$ cat src/rtl/mem_lsu_pkg.sv
// Shared definitions for the MEM-stage load/store unit: pipeline control levels,
// LSU state encodings, exception bit indices and load/store op codes.
package mem_lsu_pkg;

    localparam logic RstEnable = 1'b1;
    localparam logic Stop      = 1'b1;
    localparam logic NoStop    = 1'b0;

    typedef enum logic [1:0] {
        LSU_IDLE = 2'd0,
        LSU_BUSY = 2'd1,
        LSU_HOLD = 2'd2
    } lsu_state_e;

    localparam int unsigned EXC_LOAD_MISALIGN  = 4;
    localparam int unsigned EXC_LOAD_FAULT     = 5;
    localparam int unsigned EXC_STORE_MISALIGN = 6;
    localparam int unsigned EXC_STORE_FAULT    = 7;

    localparam logic [7:0] EXE_NOP_OP = 8'b0000_0000;
    localparam logic [7:0] EXE_LB_OP  = 8'b1110_0000;
    localparam logic [7:0] EXE_LH_OP  = 8'b1110_0001;
    localparam logic [7:0] EXE_LW_OP  = 8'b1110_0011;
    localparam logic [7:0] EXE_LBU_OP = 8'b1110_0100;
    localparam logic [7:0] EXE_LHU_OP = 8'b1110_0101;
    localparam logic [7:0] EXE_SB_OP  = 8'b1110_1000;
    localparam logic [7:0] EXE_SH_OP  = 8'b1110_1001;
    localparam logic [7:0] EXE_SW_OP  = 8'b1110_1011;

    typedef enum logic [1:0] {
        SZ_BYTE = 2'd0,
        SZ_HALF = 2'd1,
        SZ_WORD = 2'd2,
        SZ_NONE = 2'd3
    } access_size_e;

    // Captured at issue so the bus side stays stable while the pipeline is stalled.
    typedef struct packed {
        logic [7:0]  op;
        logic [1:0]  lo;
        logic        we;
        logic [31:0] adr;
        logic [3:0]  sel;
        logic [31:0] dat;
    } bus_req_t;

    function automatic logic is_load(input logic [7:0] op);
        return op inside {EXE_LB_OP, EXE_LH_OP, EXE_LW_OP, EXE_LBU_OP, EXE_LHU_OP};
    endfunction

    function automatic logic is_store(input logic [7:0] op);
        return op inside {EXE_SB_OP, EXE_SH_OP, EXE_SW_OP};
    endfunction

    function automatic access_size_e access_size(input logic [7:0] op);
        case (op)
            EXE_LB_OP, EXE_LBU_OP, EXE_SB_OP: return SZ_BYTE;
            EXE_LH_OP, EXE_LHU_OP, EXE_SH_OP: return SZ_HALF;
            EXE_LW_OP, EXE_SW_OP:             return SZ_WORD;
            default:                          return SZ_NONE;
        endcase
    endfunction

    function automatic logic misaligned(input logic [7:0] op, input logic [1:0] lo);
        case (access_size(op))
            SZ_HALF: return lo[0];
            SZ_WORD: return |lo;
            default: return 1'b0;
        endcase
    endfunction

endpackage

$ cat src/rtl/mem_lsu_lane_align.sv
// Little-endian byte-lane steering: store lane/sel generation (LOAD_DIR=0) or
// load lane extract with sign/zero extension (LOAD_DIR=1).
module lsu_lane_align
    import mem_lsu_pkg::*;
#(
    parameter bit LOAD_DIR = 1'b0
) (
    input  logic [7:0]  aluop_i,
    input  logic [1:0]  addr_lo_i,
    input  logic [31:0] data_i,
    output logic [3:0]  sel_o,
    output logic [31:0] data_o
);

    logic [31:0] shifted;

    assign shifted = data_i >> {addr_lo_i, 3'b000};

    always_comb begin
        sel_o = 4'b0000;
        case (access_size(aluop_i))
            SZ_BYTE: sel_o = 4'b0001 << addr_lo_i;
            SZ_HALF: sel_o = 4'b0011 << addr_lo_i;
            SZ_WORD: sel_o = 4'b1111;
            default: sel_o = 4'b0000;
        endcase
    end

    always_comb begin
        data_o = 32'h0;
        if (LOAD_DIR) begin
            case (aluop_i)
                EXE_LB_OP:  data_o = {{24{shifted[7]}}, shifted[7:0]};
                EXE_LBU_OP: data_o = {24'h0, shifted[7:0]};
                EXE_LH_OP:  data_o = {{16{shifted[15]}}, shifted[15:0]};
                EXE_LHU_OP: data_o = {16'h0, shifted[15:0]};
                EXE_LW_OP:  data_o = data_i;
                default:    data_o = 32'h0;
            endcase
        end else begin
            // Replicate across lanes; the slave picks the lanes named by sel.
            case (access_size(aluop_i))
                SZ_BYTE: data_o = {4{data_i[7:0]}};
                SZ_HALF: data_o = {2{data_i[15:0]}};
                SZ_WORD: data_o = data_i;
                default: data_o = 32'h0;
            endcase
        end
    end

endmodule

$ cat src/rtl/mem_lsu.sv
// MEM-stage load/store unit: one Wishbone-classic transfer per load/store, stall
// request while busy. Optional bus watchdog enabled by `define MEM_LSU_TIMEOUT_EN.
module mem_lsu
    import mem_lsu_pkg::*;
#(
    parameter int TIMEOUT_CYCLES = 255
) (
    input  logic        clk,
    input  logic        rst,
    input  logic [5:0]  stall,
    input  logic        flush,
    input  logic [4:0]  wd_i,
    input  logic        wreg_i,
    input  logic [31:0] wdata_i,
    input  logic [7:0]  aluop_i,
    input  logic [31:0] mem_addr_i,
    input  logic [31:0] reg2_i,
    input  logic [31:0] excepttype_i,
    output logic [4:0]  wd_o,
    output logic        wreg_o,
    output logic [31:0] wdata_o,
    output logic [31:0] excepttype_o,
    output logic        stallreq_o,
    output logic        dbus_cyc_o,
    output logic        dbus_stb_o,
    output logic        dbus_we_o,
    output logic [31:0] dbus_adr_o,
    output logic [3:0]  dbus_sel_o,
    output logic [31:0] dbus_dat_o,
    input  logic [31:0] dbus_dat_i,
    input  logic        dbus_ack_i
);

    lsu_state_e  state_q;
    bus_req_t    req_q, req_d;
    logic [31:0] rd_buf_q;

    logic [3:0]  st_sel, ld_sel_unused;
    logic [31:0] st_dat, ld_dat;
    logic        mem_op, has_exc, misalign, issue;
    logic        in_busy, ack_now, timeout, bus_active;
    logic [31:0] local_exc;
    logic        unused_ok;

    assign mem_op   = is_load(aluop_i) || is_store(aluop_i);
    assign has_exc  = |excepttype_i;
    assign misalign = mem_op && !has_exc && misaligned(aluop_i, mem_addr_i[1:0]);
    assign issue    = (state_q == LSU_IDLE) && mem_op && !has_exc && !misalign && !flush;
    assign in_busy  = (state_q == LSU_BUSY);
    assign ack_now  = in_busy && dbus_ack_i && !flush;

    lsu_lane_align #(.LOAD_DIR(1'b0)) u_store_align (
        .aluop_i   (aluop_i),
        .addr_lo_i (mem_addr_i[1:0]),
        .data_i    (reg2_i),
        .sel_o     (st_sel),
        .data_o    (st_dat)
    );

    lsu_lane_align #(.LOAD_DIR(1'b1)) u_load_align (
        .aluop_i   (req_q.op),
        .addr_lo_i (req_q.lo),
        .data_i    (dbus_dat_i),
        .sel_o     (ld_sel_unused),
        .data_o    (ld_dat)
    );

    always_comb begin
        req_d = req_q;
        if (issue) begin
            req_d.op  = aluop_i;
            req_d.lo  = mem_addr_i[1:0];
            req_d.we  = is_store(aluop_i);
            req_d.adr = {mem_addr_i[31:2], 2'b00};
            req_d.sel = st_sel;
            req_d.dat = is_store(aluop_i) ? st_dat : 32'h0;
        end
    end

`ifdef MEM_LSU_TIMEOUT_EN
    localparam logic [7:0] TO_LAST = 8'(TIMEOUT_CYCLES - 1);
    logic [7:0] cnt_q;

    assign timeout = in_busy && !dbus_ack_i && !flush && (cnt_q == TO_LAST);

    always_ff @(posedge clk) begin
        if (rst == RstEnable) begin
            cnt_q <= 8'h0;
        end else if (issue) begin
            cnt_q <= 8'h0;
        end else if (in_busy) begin
            cnt_q <= cnt_q + 8'd1;
        end
    end
`else
    assign timeout = 1'b0;
`endif

    // Issue-cycle signals come straight from the EX/MEM inputs; later cycles replay the capture.
    assign bus_active = !rst && (issue || (in_busy && !dbus_ack_i && !flush && !timeout));
    assign stallreq_o = bus_active;
    assign dbus_cyc_o = bus_active;
    assign dbus_stb_o = bus_active;
    assign dbus_we_o  = bus_active ? req_d.we  : 1'b0;
    assign dbus_adr_o = bus_active ? req_d.adr : 32'h0;
    assign dbus_sel_o = bus_active ? req_d.sel : 4'h0;
    assign dbus_dat_o = bus_active ? req_d.dat : 32'h0;

    always_ff @(posedge clk) begin
        if (rst == RstEnable) begin
            state_q  <= LSU_IDLE;
            req_q    <= '0;
            rd_buf_q <= 32'h0;
        end else begin
            req_q <= req_d;
            case (state_q)
                LSU_IDLE: begin
                    if (issue) state_q <= LSU_BUSY;
                end
                LSU_BUSY: begin
                    if (flush || timeout) begin
                        state_q <= LSU_IDLE;
                    end else if (dbus_ack_i) begin
                        if (is_load(req_q.op)) rd_buf_q <= ld_dat;
                        state_q <= (stall[4] == Stop) ? LSU_HOLD : LSU_IDLE;
                    end
                end
                LSU_HOLD: begin
                    if (flush || stall[4] == NoStop) state_q <= LSU_IDLE;
                end
                default: state_q <= LSU_IDLE;
            endcase
        end
    end

    always_comb begin
        local_exc = 32'h0;
        if (misalign) begin
            if (is_load(aluop_i)) local_exc[EXC_LOAD_MISALIGN]  = 1'b1;
            else                  local_exc[EXC_STORE_MISALIGN] = 1'b1;
        end
        if (timeout) begin
            if (is_load(req_q.op)) local_exc[EXC_LOAD_FAULT]  = 1'b1;
            else                   local_exc[EXC_STORE_FAULT] = 1'b1;
        end
    end

    always_comb begin
        wd_o         = 5'h0;
        wreg_o       = 1'b0;
        wdata_o      = 32'h0;
        excepttype_o = 32'h0;
        if (!rst) begin
            wd_o         = wd_i;
            wreg_o       = wreg_i && !misalign && !timeout;
            excepttype_o = excepttype_i | local_exc;
            wdata_o      = wdata_i;
            if (state_q == LSU_HOLD && is_load(req_q.op)) begin
                wdata_o = rd_buf_q;
            end else if (ack_now && is_load(req_q.op)) begin
                wdata_o = ld_dat;
            end
        end
    end

    assign unused_ok = ^{stall[5], stall[3:0], ld_sel_unused, TIMEOUT_CYCLES[0]};

endmodule

$ cat config.mk
export PLATFORM = sky130hd
export DESIGN_NAME = mem_lsu
export DESIGN_NICKNAME = d
export VERILOG_FILES = /design/src/rtl/mem_lsu_pkg.sv /design/src/rtl/mem_lsu_lane_align.sv /design/src/rtl/mem_lsu.sv
export SDC_FILE = /design/constraint.sdc
export NUM_CORES = 1
export LEC_CHECK = 0
export ABC_AREA = 1
export BUFFER_PORTS_ARGS = -buffer_cell sky130_fd_sc_hd__buf_4
export CORE_ASPECT_RATIO = 1.5
export CORE_MARGIN = 1.5
export CORE_UTILIZATION = 40
export CTS_BUF_LIST = sky130_fd_sc_hd__clkbuf_8
export DETAILED_ROUTE_END_ITERATION = 16
export HOLD_SLACK_MARGIN = 0.05
export PLACE_DENSITY = 0.7
export SLEW_MARGIN = 20
export SYNTH_ARGS = -nofsm -noshare
export SYNTH_HDL_FRONTEND = slang
export SYNTH_SLANG_ARGS = --single-unit
$ cat constraint.sdc
create_clock -name clk -period 2.85 [get_ports clk]
set_input_delay 0.1425 -clock clk [delete_from_list [all_inputs] [get_ports clk]]
set_output_delay 0.1425 -clock clk [all_outputs]
set_load 0.05 [all_outputs]
# ---- After elaboration in Yosys (flattened, before gate mapping)
# Cells that the tools add are included.
dict set report classes {
  n_eq_ne 20
  shifts 3
  mux 27
  bitwise 3
  reduce_logical 34
}
# cell count
set ops {}
lappend ops {{$mux W32} 7}
lappend ops {{$pmux W32 S5} 1}
lappend ops {{$eq A8 B8 Y1 const B} 13}
lappend ops {{$pmux W32 S3} 1}
lappend ops {{$mux W69} 1}
lappend ops {{$or A32 B7 Y32} 1}
lappend ops {{$reduce_or A32 Y1} 1}
lappend ops {{$shr A32 B5 Y16} 1}
lappend ops {{$logic_and A1 B1 Y1} 14}
lappend ops {{$pmux W2 S3} 2}
lappend ops {{$pmux W4 S3} 1}
lappend ops {{$mux W2} 5}
lappend ops {{$reduce_bool A5 Y1} 2}
lappend ops {{$mux W1} 6}
lappend ops {{$reduce_or A3 Y1} 2}
lappend ops {{$logic_not A1 Y1} 5}
lappend ops {{$mux W5} 1}
lappend ops {{$eq A2 B1 Y1 const B} 2}
lappend ops {{$eq A2 B2 Y1 const B} 2}
lappend ops {{$logic_not A2 Y1} 2}
lappend ops {{$mux W4} 1}
lappend ops {{$ne A2 B2 Y1 const B} 2}
lappend ops {{$reduce_and A4 Y1} 1}
lappend ops {{$reduce_or A2 Y1} 2}
lappend ops {{other kinds (8)} 11}
dict set report word_totals {
  ff_bits 113
  in_bits 184
  output_inout_bits 142
  wordCells 95
}

# ---- Depth between registers and ports, before layout
dict set report logic_depth {
  ltp_word 12
  ltp_mapped 21
  ltp_nobuf 17
}

# ---- Hierarchy
# Synthesis repeated with hierarchy kept, for this count alone.
dict set report unflattened {
  cells_unflattened 1219
  hier_area_um2 7513.5
}
# module n_inst cells_per_inst area_per_inst_um2 seq_area_each_um2
set by_module_without_submodules {}
lappend by_module_without_submodules {mem_lsu 1 873 5845.6 2262.2}
lappend by_module_without_submodules {{lsu_lane_align (u_load_align)} 1 216 1027.2 0.0}
lappend by_module_without_submodules {{lsu_lane_align (u_store_align)} 1 130 640.6 0.0}

# ---- Least setup slack after synthesis
# OpenSTA, ideal clock, no wires.
dict set report synth_timing {
  path_kind {input -> output}
  from {input aluop_i[6]}
  to {output dbus_adr_o[2]}
  arrival_time_ps 2984
  required_time_ps 2707
  slack_ps -276
  stages 17
  path_buffers 4
  path_cell_list {nand2_1 > nor2_2 > o211ai_1 > buf_2 > ha_1 > buf_2 > nand2_1 > nand2_1 > nand3_1 > nand2_1 > inv_1 > nand3_4 > buf_6 > buf_6 > nand2_1 > inv_2 > nor3_1}
}
dict set report synth_between {
  elab_chain_cells 12
  elab_cells_between_ends 29
  classes_between {10 x eq/ne; 4 x mux; 15 x reduce/logical}
}
# element line
set synth_rtl {}
lappend synth_rtl {{from (decl)} mem_lsu.sv:15} ;# input logic [7:0] aluop_i,
lappend synth_rtl {{$eq A8 B8 Y1, on equally long branches} {mem_lsu_pkg.sv:48, mem_lsu_pkg.sv:56, mem_lsu_pkg.sv:52}}
lappend synth_rtl {{$reduce_or A3 Y1 or $reduce_or A2 Y1 (tied branches)} mem_lsu_pkg.sv:56} ;# case (op)
lappend synth_rtl {{$pmux W2 S3} mem_lsu_pkg.sv:56}
lappend synth_rtl {{$eq A2 B2 Y1 or $eq A2 B1 Y1 (tied branches)} mem_lsu_pkg.sv:65} ;# case (access_size(op))
lappend synth_rtl {{$pmux W1 S2} mem_lsu_pkg.sv:65}
lappend synth_rtl {{$logic_and A1 B1 Y1} mem_lsu.sv:47} ;# assign misalign = mem_op && !has_exc && misaligned(aluop_i, mem_addr_i[1:0]);
lappend synth_rtl {{$logic_not A1 Y1} mem_lsu.sv:48} ;# assign issue = (state_q == LSU_IDLE) && mem_op && !has_exc && !misalign && !flush;
lappend synth_rtl {{$logic_and A1 B1 Y1 (*) (2 in series)} mem_lsu.sv:48}
lappend synth_rtl {{$logic_or A1 B1 Y1} mem_lsu.sv:100} ;# assign bus_active = !rst && (issue || (in_busy && !dbus_ack_i && !flush && !timeout));
lappend synth_rtl {{$logic_and A1 B1 Y1} mem_lsu.sv:100}
lappend synth_rtl {{$mux W32 (*)} mem_lsu.sv:105} ;# assign dbus_adr_o = bus_active ? req_d.adr : 32'h0;
lappend synth_rtl {{to (decl)} mem_lsu.sv:27} ;# output logic [31:0] dbus_adr_o,
# Every way passes the cells marked *; elsewhere a longest branch is shown, timed or not.

# ---- Worst setup path after layout
dict set report layout_timing {
  from {input aluop_i[4]}
  to {output dbus_dat_o[6]}
}
dict set report layout_between {
  elab_chain_cells 12
  elab_cells_between_ends 32
  classes_between {10 x eq/ne; 6 x mux; 16 x reduce/logical}
}
# element line
set layout_rtl {}
lappend layout_rtl {{$eq A8 B8 Y1, on equally long branches} {mem_lsu_pkg.sv:48, mem_lsu_pkg.sv:56, mem_lsu_pkg.sv:52}}
lappend layout_rtl {{$reduce_or A3 Y1 or $reduce_or A2 Y1 (tied branches)} mem_lsu_pkg.sv:56}
lappend layout_rtl {{$pmux W2 S3} mem_lsu_pkg.sv:56}
lappend layout_rtl {{$eq A2 B2 Y1 or $eq A2 B1 Y1 (tied branches)} {mem_lsu_pkg.sv:65, mem_lsu_lane_align.sv:42}}
lappend layout_rtl {{$pmux W1 S2} mem_lsu_pkg.sv:65}
lappend layout_rtl {{$logic_and A1 B1 Y1} mem_lsu.sv:47}
lappend layout_rtl {{$logic_not A1 Y1} mem_lsu.sv:48}
lappend layout_rtl {{$logic_and A1 B1 Y1 (2 in series)} mem_lsu.sv:48}
lappend layout_rtl {{$logic_or A1 B1 Y1} mem_lsu.sv:100}
lappend layout_rtl {{$logic_and A1 B1 Y1} mem_lsu.sv:100}
lappend layout_rtl {{$mux W32 (*)} mem_lsu.sv:107} ;# assign dbus_dat_o = bus_active ? req_d.dat : 32'h0;
lappend layout_rtl {{to (decl)} mem_lsu.sv:29} ;# output logic [31:0] dbus_dat_o,
# Marks and branches as above.

==> qor.csv <==
metric,value,unit
fillers,1717,
layout net count,1719,
Worst Tran Pin Value,618,ps
status,"complete, no violations",
fin. max-slew vios,0,
Netlist Area Pre-Place,0.00735,mm2
Pre-antenna DRT Iters,5,
crit end category,output port,
final hold vios,0,
hold path depth,5,
Crit. path cell count,17,
routed vias,9098,
TritonCTS clock tree,built,
hold_ws,133,ps
"Seq/Total Area, Yosys",30.8,%
post-synth top area share,30.8,%
CP Buf/Inv Count,7,
Main synth FF type,dfxtp_1,
CP Data Arrival Time,2590,ps
Max Freq,0.365,GHz
hold crit path type,primary input to flip-flop,
clk buf depth,2,
final period utilization,96.0,%
Reg area,0.00226,mm2
mean number of vias per cell,5.16,
detailed-route DRC error count,0,
die extent in x,114,um
Area contributors post-synth,"dfxtp_1, a21oi_1, nand2_1",
pin count of the biggest net entering global routing,106,
startpoint types,primary input,
CTS Sinks,113,
overall routing resource usage,27.7,%
CORE AREA,0.0179,mm2
"Net Count, Synth",1385,
Worst VDD drop,0.272,mV
clk slew on worst S/H paths,80,ps
crit path kind,primary input to output port,
I/O pins,326,
Clock Latency Late Sink,440,ps
initial antenna violation count,0,
drt total wl,27500,um
PwrDens,365,mW/mm2
Finished Layout Cells,1762,
Util after Layout,62.1,%
root buffer cell,clkbuf_8,
"CP delay by family, top",buffers and inverters,
Layout area overhead,51.8,%
Max-cap violations,0,
setup violators final,0,
synth warn,0,
mean post-synth cell area,6.13,um2
number of flops mapped to enable cells by yosys,0,
most common cell in the netlist,nand2_1,
gpl congestion,0.900,
initial drt markers,491,
routed wire length per instance,15.6,um
slowest CP cell,ha_1,
P_leak,5.19,nW
cts bufs inserted,17,
post-route ant nets,0,
I/O Buffers,320,
Async SR Flop Fraction,0,%
number of global-route vias before repair,8550,
CP Cell Sequence,buf_4 > inv_1 > nand2_1 > nor2_4 > o211ai_1 > buf_4 > buf_4 > ha_1 > nand3_2 > nand2_1 > inv_1 > nand3_4 > nor2_4 > clkbuf_16 > nand3_1 > a21oi_2 > buf_4,
Placed Cells,1682,
num rows,60,
CP max stage delay,300,ps
Ant. Diodes,0,
number of synthesized register bits,113,
min Tclk post-route,2740,ps
Initial Utilization,40.9,%
crit-path max FO,8,
Total Die Area,0.0192,mm2
Cells after Synth,1198,
H-tree depth,4,
Slew headroom,58.6,%
Post-DP HPWL,19700,um
Yosys top cell by area,dfxtp_1,
Setup Skew,15.5,ps
Commonest cells post-synth,"nand2_1, a21oi_1, inv_1",
global-route wire length before repair,42600,um
Synth cell types,31,
Final Total Pwr,4.07,mW
most frequent CP cell,buf_4,
area of the multi-input gates,0.00417,mm2
layout cells sized above 1,32.0,%
R2R cell count,7,
worst endpoint required time,2710,ps
chip height,169,um
gr ovfl total,0,
==> metrics by stage <==
stage	worst slack, ps	instance area [um2]	TNS, ps
2_1_floorplan	-276	7460	-1380
3_3_place_gp	151	10000	0
3_5_place_dp	114	10000	0
4_1_cts	99.0	10900	0
5_1_grt	-21.3	11100	-68.1
6_report	114	11100	0
==> flip-flops by register name (all words and copies together) (netlist names) <==
name,cells
req_q,79
rd_buf_q,32
state_q,2
==> layout make-up <==
cell class	instances	area share, %
Sequential cell	113	20.3
Tap cell	217	2.44
Clock inverter	12	1.62
Timing Repair Buffer	397	29.6
Inverter	183	6.18
Multi-Input combinational cell	820	37.4
Clock buffer	20	2.47
==> cell usage in the layout (no fill, tap or decap), types with 4 or more instances in the layout <==
cell / netlist / layout
inv_1: 157 / 156
nor3_2: 29 / 29
inv_2: 24 / 24
nor3_1: 9 / 9
a21oi_2: 0 / 32
nor2_1: 110 / 110
dlygate4sd3_1: 0 / 39
nand4_1: 11 / 11
nand3_1: 61 / 57
clkbuf_8: 0 / 20
nand2_1: 243 / 241
bufinv_16: 0 / 4
o21ai_1: 20 / 20
o22ai_1: 8 / 8
buf_4: 3 / 330
a22o_1: 16 / 16
buf_12: 0 / 7
nand3_2: 3 / 7
a21oi_1: 187 / 155
dfxtp_1: 113 / 113
o21ai_0: 94 / 93
buf_6: 3 / 16
o211ai_1: 17 / 17
==> report_power, final <==
part           internal [mW]    switching (mW)  leakage, nW  total [mW]
Sequential              1.58  0.00000000000266        0.910        1.58
Clock                   1.03             0.725        0.225        1.75
Combinational          0.318             0.422         4.06       0.739
Total                   2.92              1.15         5.19        4.07
==> path summary, 6_finish.rpt <==
kind                        end  slack [ps]      startpoint
setup / recovery  dbus_dat_o[6]         110      aluop_i[4]
hold / removal     rd_buf_q[11]         130  dbus_dat_i[11]
setup reg to reg   rd_buf_q[22]        1010       req_q[69]
hold reg to reg       req_q[36]         450       req_q[36]
==> per-layer routing <==
layer / vias to the layer above / part of all wire (%) / routed length (um) / track usage [%]
met4: 0 / 3.8 / 1030 / 12.3
met2: 327 / 53 / 14600 / 50.4
li1: 4553 / - / - / -
met5: - / 0 / 0 / 0
met3: 78 / 5.9 / 1610 / 5.98
met1: 4140 / 37 / 10300 / 30.5
==> worst register-to-register path, stage by stage (launching register included) <==
cell and delay, ps:
dfxtp_1 350, inv_2 250, nand2_1 110, o22ai_1 230
nand3_2 310, o211ai_1 250, nand2_1 140, a21oi_1 130
==> what timing repair did <==
| item | in CTS | in global routing |
|---|---|---|
| buffers inserted | 0 | 5 |
| resized for setup | 0 | 33 |
| endpoints found under the hold margin | 37 | 0 |
| endpoints found under the setup margin | 0 | 70 |
| hold buffers | 39 | 0 |
==> kinds of logic after synthesis <==
group           Yosys count  synth area share, %
fa+ha+maj                 3                0.511
simple gates            472                 28.8
compound gates          345                 25.2
flops                   113                 30.8
buf+inv                 265                 14.6
Note: power is estimated with default switching activity, not from simulation.
